$ cat config.mk
export PLATFORM = sky130hd
export DESIGN_NAME = edge_timestamp_flat
export DESIGN_NICKNAME = d
export VERILOG_FILES = /design/src/rtl/edge_ts_pkg.sv /design/src/rtl/edge_ts_if.sv /design/src/rtl/edge_ts_fifo.sv /design/src/rtl/edge_timestamp.sv /design/src/flat_wrapper.sv
export SDC_FILE = /design/constraint.sdc
export NUM_CORES = 1
export LEC_CHECK = 0
export CAP_MARGIN = 30
export CORE_UTILIZATION = 45
export CTS_CLUSTER_DIAMETER = 200
export DETAILED_ROUTE_END_ITERATION = 7
export GPL_TIMING_DRIVEN = 0
export PLACE_DENSITY = 0.72
export SETUP_SLACK_MARGIN = 0.3
export SLEW_MARGIN = 30
export SYNTH_ARGS = -nofsm -noshare
export SYNTH_HDL_FRONTEND = slang
export SYNTH_SLANG_ARGS = --single-unit
$ cat constraint.sdc
create_clock -name clk -period 2.5 [get_ports clk]
set_input_delay 0.375 -clock clk [delete_from_list [all_inputs] [get_ports clk]]
set_output_delay 0.375 -clock clk [all_outputs]
set_load 0.02 [all_outputs]
$ cat src/rtl/edge_ts_pkg.sv
// Shared constants for the edge_timestamp capture stage: parameter defaults,
// source-bit positions and the FIFO entry width helper.
package edge_ts_pkg;

  localparam int TS_W_DEF  = 16;
  localparam int DEPTH_DEF = 4;

  // Bit positions inside the src/lvl fields
  localparam int SRC_A = 0;
  localparam int SRC_B = 1;

  // Each entry is {ts, src[1:0], lvl[1:0]}
  localparam int ENTRY_META_W = 4;

  function automatic int entry_w(input int ts_w);
    return ts_w + ENTRY_META_W;
  endfunction

endpackage

$ cat src/rtl/edge_ts_if.sv
// Valid/ready event port of edge_timestamp. The master drives the head
// entry; the slave (consumer) drives evt_ready.
interface edge_ts_if
  import edge_ts_pkg::*;
#(
  parameter int TS_W = TS_W_DEF
);

  logic            evt_valid;
  logic            evt_ready;
  logic [TS_W-1:0] evt_ts;
  logic [1:0]      evt_src;
  logic [1:0]      evt_lvl;

  modport master (
    output evt_valid,
    output evt_ts,
    output evt_src,
    output evt_lvl,
    input  evt_ready
  );

  modport slave (
    input  evt_valid,
    input  evt_ts,
    input  evt_src,
    input  evt_lvl,
    output evt_ready
  );

endinterface

$ cat src/rtl/edge_ts_fifo.sv
// Small synchronous FIFO holding timestamped events. Pointers carry one
// extra wrap bit so full and empty are distinguished without a counter.
// A push while full is accepted only if a pop happens in the same cycle.
module edge_ts_fifo #(
  parameter int WIDTH = 20,
  parameter int DEPTH = 4
) (
  input  logic             clk,
  input  logic             rst_n,
  input  logic             push,
  input  logic             pop,
  input  logic [WIDTH-1:0] din,
  output logic             full,
  output logic             empty,
  output logic [WIDTH-1:0] dout
);

  localparam int AW = (DEPTH > 1) ? $clog2(DEPTH) : 1;

  logic [WIDTH-1:0] mem [DEPTH];
  logic [AW:0]      wr_ptr_reg, wr_ptr_next;
  logic [AW:0]      rd_ptr_reg, rd_ptr_next;
  logic             do_push, do_pop;

  assign empty   = (wr_ptr_reg == rd_ptr_reg);
  assign full    = (wr_ptr_reg[AW] != rd_ptr_reg[AW]) &&
                   (wr_ptr_reg[AW-1:0] == rd_ptr_reg[AW-1:0]);
  assign do_pop  = pop && !empty;
  assign do_push = push && (!full || do_pop);

  // Pointer advance on accepted push/pop
  always_comb begin
    wr_ptr_next = wr_ptr_reg;
    rd_ptr_next = rd_ptr_reg;
    if (do_push) wr_ptr_next = wr_ptr_reg + (AW+1)'(1);
    if (do_pop)  rd_ptr_next = rd_ptr_reg + (AW+1)'(1);
  end

  // Pointer registers; reset empties the queue immediately
  always_ff @(posedge clk or negedge rst_n) begin
    if (!rst_n) begin
      wr_ptr_reg <= '0;
      rd_ptr_reg <= '0;
    end else begin
      wr_ptr_reg <= wr_ptr_next;
      rd_ptr_reg <= rd_ptr_next;
    end
  end

  // Storage write; contents need no reset since pointers gate visibility
  always_ff @(posedge clk) begin
    if (do_push) mem[wr_ptr_reg[AW-1:0]] <= din;
  end

  // Head entry is visible combinationally so valid and data rise together
  assign dout = mem[rd_ptr_reg[AW-1:0]];

endmodule

$ cat src/rtl/edge_timestamp.sv
// Edge capture stage: detects transitions on sig_a/sig_b, stamps each event
// with a free-running cycle count and queues {ts, src, lvl} for a
// valid/ready consumer. Dropped events set the sticky ovf flag.
// Build option: define EDGE_TS_SYNC_EN to add a two-flop synchronizer in
// front of each sample flop (adds two cycles of latency and timestamp).
module edge_timestamp
  import edge_ts_pkg::*;
#(
  parameter int TS_W  = TS_W_DEF,
  parameter int DEPTH = DEPTH_DEF
) (
  input  logic      clk,
  input  logic      rst_n,
  input  logic      sig_a,
  input  logic      sig_b,
  edge_ts_if.master evt,
  output logic      ovf,
  input  logic      ovf_clr
);

  localparam int EW = entry_w(TS_W);

  logic [1:0]      sig_in;
  logic [1:0]      samp;
  logic [1:0]      s0_reg, p_reg;
  logic [1:0]      edge_vec;
  logic [TS_W-1:0] ts_cnt_reg, ts_cnt_next;
  logic            ovf_reg, ovf_next;
  logic            push, pop, drop;
  logic            fifo_full, fifo_empty;
  logic [EW-1:0]   fifo_din, fifo_dout;

  assign sig_in[SRC_A] = sig_a;
  assign sig_in[SRC_B] = sig_b;

  genvar gi;
  generate
    for (gi = 0; gi < 2; gi++) begin : g_in
`ifdef EDGE_TS_SYNC_EN
      logic sync1_reg, sync2_reg;
      // Two-flop synchronizer for inputs not timed to clk
      always_ff @(posedge clk or negedge rst_n) begin
        if (!rst_n) begin
          sync1_reg <= 1'b0;
          sync2_reg <= 1'b0;
        end else begin
          sync1_reg <= sig_in[gi];
          sync2_reg <= sync1_reg;
        end
      end
      assign samp[gi] = sync2_reg;
`else
      assign samp[gi] = sig_in[gi];
`endif
    end
  endgenerate

  // Sample and history flops feeding the edge detector
  always_ff @(posedge clk or negedge rst_n) begin
    if (!rst_n) begin
      s0_reg <= '0;
      p_reg  <= '0;
    end else begin
      s0_reg <= samp;
      p_reg  <= s0_reg;
    end
  end

  assign edge_vec = s0_reg ^ p_reg;
  assign push     = |edge_vec;
  assign pop      = evt.evt_ready && !fifo_empty;
  assign drop     = push && fifo_full && !pop;
  assign fifo_din = {ts_cnt_reg, edge_vec, s0_reg};

  // Counter wraps silently; overflow set takes priority over clear
  always_comb begin
    ts_cnt_next = ts_cnt_reg + TS_W'(1);
    ovf_next    = (ovf_reg && !ovf_clr) || drop;
  end

  // Timestamp counter and sticky overflow flag
  always_ff @(posedge clk or negedge rst_n) begin
    if (!rst_n) begin
      ts_cnt_reg <= '0;
      ovf_reg    <= 1'b0;
    end else begin
      ts_cnt_reg <= ts_cnt_next;
      ovf_reg    <= ovf_next;
    end
  end

  edge_ts_fifo #(
    .WIDTH (EW),
    .DEPTH (DEPTH)
  ) u_fifo (
    .clk   (clk),
    .rst_n (rst_n),
    .push  (push),
    .pop   (pop),
    .din   (fifo_din),
    .full  (fifo_full),
    .empty (fifo_empty),
    .dout  (fifo_dout)
  );

  assign ovf           = ovf_reg;
  assign evt.evt_valid = !fifo_empty;
  assign {evt.evt_ts, evt.evt_src, evt.evt_lvl} = fifo_empty ? '0 : fifo_dout;

endmodule

$ cat src/flat_wrapper.sv
// flat-port wrapper written by rule: the top's interface ports become plain ports
module edge_timestamp_flat import edge_ts_pkg::*;
#(
  parameter int TS_W  = TS_W_DEF,
  parameter int DEPTH = DEPTH_DEF
)
  (clk, rst_n, sig_a, sig_b, ovf, ovf_clr, evt_evt_valid, evt_evt_ts, evt_evt_src, evt_evt_lvl, evt_evt_ready);
  edge_ts_if #(.TS_W(TS_W)) evt_i ();
  input  logic clk;
  input  logic rst_n;
  input  logic sig_a;
  input  logic sig_b;
  output logic ovf;
  input  logic ovf_clr;
  output wire logic [$bits(evt_i.evt_valid)-1:0] evt_evt_valid;
  output wire logic [$bits(evt_i.evt_ts)-1:0] evt_evt_ts;
  output wire logic [$bits(evt_i.evt_src)-1:0] evt_evt_src;
  output wire logic [$bits(evt_i.evt_lvl)-1:0] evt_evt_lvl;
  input wire logic [$bits(evt_i.evt_ready)-1:0] evt_evt_ready;
  assign evt_evt_valid = evt_i.evt_valid;
  assign evt_evt_ts = evt_i.evt_ts;
  assign evt_evt_src = evt_i.evt_src;
  assign evt_evt_lvl = evt_i.evt_lvl;
  assign evt_i.evt_ready = evt_evt_ready;
  edge_timestamp #(.TS_W(TS_W), .DEPTH(DEPTH)) u_core (.clk(clk), .rst_n(rst_n), .sig_a(sig_a), .sig_b(sig_b), .evt(evt_i), .ovf(ovf), .ovf_clr(ovf_clr));
endmodule
==> flow_metrics.py <==
metrics = {
    "synthesis": {
        "ys_seq_elements": 107,
        "synth_top_cell_area_share_pct": 56.65,
        "synth_edf_count": 80,
        "syn_inst": 224,
        "netlist_area_um2": 4240,
        "ys_seq_area_share_pct": 72.59,
        "avgSynthCellArea_um2": 18.93,
        "synth_nets": 236,
        "ys_warn_count": 0,
        "ys_types": 30,
        "ys.flop_type": "edfxtp_1",
        "synth.area.top_cells": "edfxtp_1, dfrtp_1, mux4_2",
        "async_flop_share_pct": 25.23,
        "yosys.area.top_type": "edfxtp_1",
    },
    "clock_tree": {
        "clk_pin_slew_worst_paths_ns": 0.10,
        "htreeDepth": 3,
        "cts_buffer_depth": 2,
        "cts_made_buffers": 9,
        "cts_root_buf": "clkbuf_8",
        "cts_tree": "done",
        "insertion_delay_ns": 0.37,
        "clock_sinks": 107,
    },
    "timing": {
        "final_hold_viol_count": 0,
        "fin_crit_ns": 2.262,
        "fin_crit_sh_pct": 90.49,
        "setup_viol": 0,
        "fmax_mhz": 442.0,
        "slew_viol_final": 0,
        "worstMarginPinSlew_ns": 0.6434,
        "tns_ns": 0,
        "holdWs_ns": 0.02279,
        "max_slew_margin_pct": 57.11,
        "setup_slack_ns": 0.2378,
        "final.setup_skew_ns": 0.01482,
        "grt_setup_unrepaired": "true",
    },
    "die": {
        "die_height_um": 99.07,
        "die_w_um": 99.07,
        "rows": 35,
        "fp.coreArea_um2": 9196,
        "start_util_pct": 46.11,
        "ios": 28,
        "dieArea_um2": 9815,
    },
    "job": {
        "maxCapViolCount": 0,
    },
    "worst_setup_path": {
        "cp_top_family": "multiplexers",
        "slowest_stage": "mux4_2",
        "path_cells": "buf_6 > buf_12 > mux4_2 > nor2b_4 > buf_4",
        "crit_type": "reg2out",
        "cp.arrival_ns": 1.89,
        "crit_path_end_kind": "output pin",
        "r2r_cells": 4,
        "cp-start-kind": "register",
        "critPathBufInv": 3,
        "max_stage_delay_ns": 0.50,
        "path_depth": 5,
        "cp.required_ns": 2.12,
        "critical_path_peak_fanout": 6,
    },
    "power": {
        "power_mw": 6.848,
        "ir_drop_v": 0.0008348,
        "p_clk_share_pct": 15.5,
        "switching_share_pct": 33.32,
        "p_int_mw": 4.566,
        "p_sw_mw": 2.282,
        "powerDensity_nw_per_um2": 1336,
        "leakagePower_nw": 1.956,
        "comb_power_share_pct": 46.8,
        "power_frac_seq_pct": 37.8,
    },
    "placement": {
        "dpl_worst_slack_ns": 0.01204,
        "place.gp.congestion": 0.7219,
        "placed_area_um2": 4677,
        "place_hpwl_um": 3974,
        "io_buffers": 27,
    },
    "drt": {
        "drtAntennaViolNets": 0,
        "firstDrtPassIters": 4,
        "routed-via-count": 2045,
        "wl_um": 6887,
        "drc": 0,
        "drt_iter0_markers": 89,
        "post_drt_wl_per_cell_um": 17.57,
        "vias_per_cell": 5.217,
    },
    "finish": {
        "largest_reg_flops": 80,
        "final_common_cell": "edfxtp_1",
        "drive_gt1_share_pct": 35.23,
        "fin_nets": 288,
        "final_cell_mix": "edfxtp_1, dfrtp_1, mux4_2",
        "stdcell_area_um2": 5126,
        "syn_to_final_growth_pct": 20.89,
        "diodes": 0,
    },
    "grt": {
        "grt_max_degree": 28,
        "grt.total_usage_pct": 16.10,
        "grt_overflow": 0,
        "grt_pass1_vias": 2134,
        "antenna_found_initial": 0,
        "grt_first_pass_wirelength_um": 11410,
    },
    "run_status": {
        "status": "finished, final reports clean",
    },
    "hold_path": {
        "hold_class": "in2async",
    },
}
==> metrics by stage <==
stage	instances	util (%)
CTS	390	54.22
finish	392	55.74
global placement	362	50.56
floorplan	224	-
global route	392	55.74
detailed placement	364	50.86
==> logic make-up after synthesis <==
family,Yosys count,synth area share (%)
compound gates,1,0.1476
xor+xnor,23,4.751
fa+ha+maj,6,1.770
buf+inv,13,1.328
flops,107,72.59
mux,22,11.24
simple gates,52,8.174
==> layer usage <==
| layer | global-route usage [%] | wire (um) | vias up |
|---|---|---|---|
| li1 | - | - | 949 |
| met1 | 21.04 | 3011 | 1038 |
| met2 | 26.68 | 3514 | 48 |
| met3 | 2.837 | 233 | 10 |
| met4 | 7.127 | 128 | 0 |
| met5 | 0 | 0 | - |
==> worst paths after layout <==
kind / from / end / slack, ns
max in group asynchronous: rst_n / u_core.u_fifo.rd_ptr_reg[0] / 2.03
worst max-delay path: u_core.u_fifo.rd_ptr_reg[0] / evt_evt_src[1] / 0.24
worst max register to register: u_core.s0_reg[0] / u_core.u_fifo.mem[2][17] / 0.57
worst min register to register: u_core.s0_reg[1] / u_core.p_reg[1] / 0.49
worst min-delay path: rst_n / u_core.ts_cnt_reg[4] / 0.02
min in group clk: sig_b / u_core.s0_reg[1] / 0.44
==> area by class of cell <==
type	instances	area, um^2
buffer	6	86.33
clock buffer	10	127.6
clock inverter	6	73.82
fill	688	4070
inverter	7	26.28
multi-input combinational	104	1199
sequential	107	3079
tap	111	138.9
timing repair buffer	41	395.4
==> synth_stat cells, types with 2 or more instances <==
master and n:
nor2_1 5, edfxtp_1 80, nand2_1 5, nor2b_1 20, clkbuf_1 2, buf_1 2
buf_4 2, xnor2_1 14, mux4_2 20, and2_1 3, inv_1 7, dfrtp_1 27
nand3_1 6, xor2_1 9, nand4_1 2, ha_1 6
==> power by group through the flow <==
| stage | registers (mW) | logic [mW] | clock network, mW |
|---|---|---|---|
| 2_1_floorplan | 2.58 | 1.69 | 0 |
| 3_3_place_gp | 2.60 | 2.66 | 0 |
| 3_5_place_dp | 2.62 | 2.73 | 0 |
| 4_1_cts | 2.58 | 2.86 | 1.08 |
| 5_1_grt | 2.63 | 3.43 | 1.14 |
| 6_report | 2.59 | 3.20 | 1.06 |
==> timing repair <==
| item | CTS | global route |
|---|---|---|
| setup buffers | 8 | 2 |
| hold buffers | 0 | 0 |
| gates cloned | 2 | 0 |
| gates resized for setup | 105 | 35 |
| setup endpoints to repair | 21 | 89 |
| pin swaps | 0 | 1 |
(Power assumes the default switching activity.)
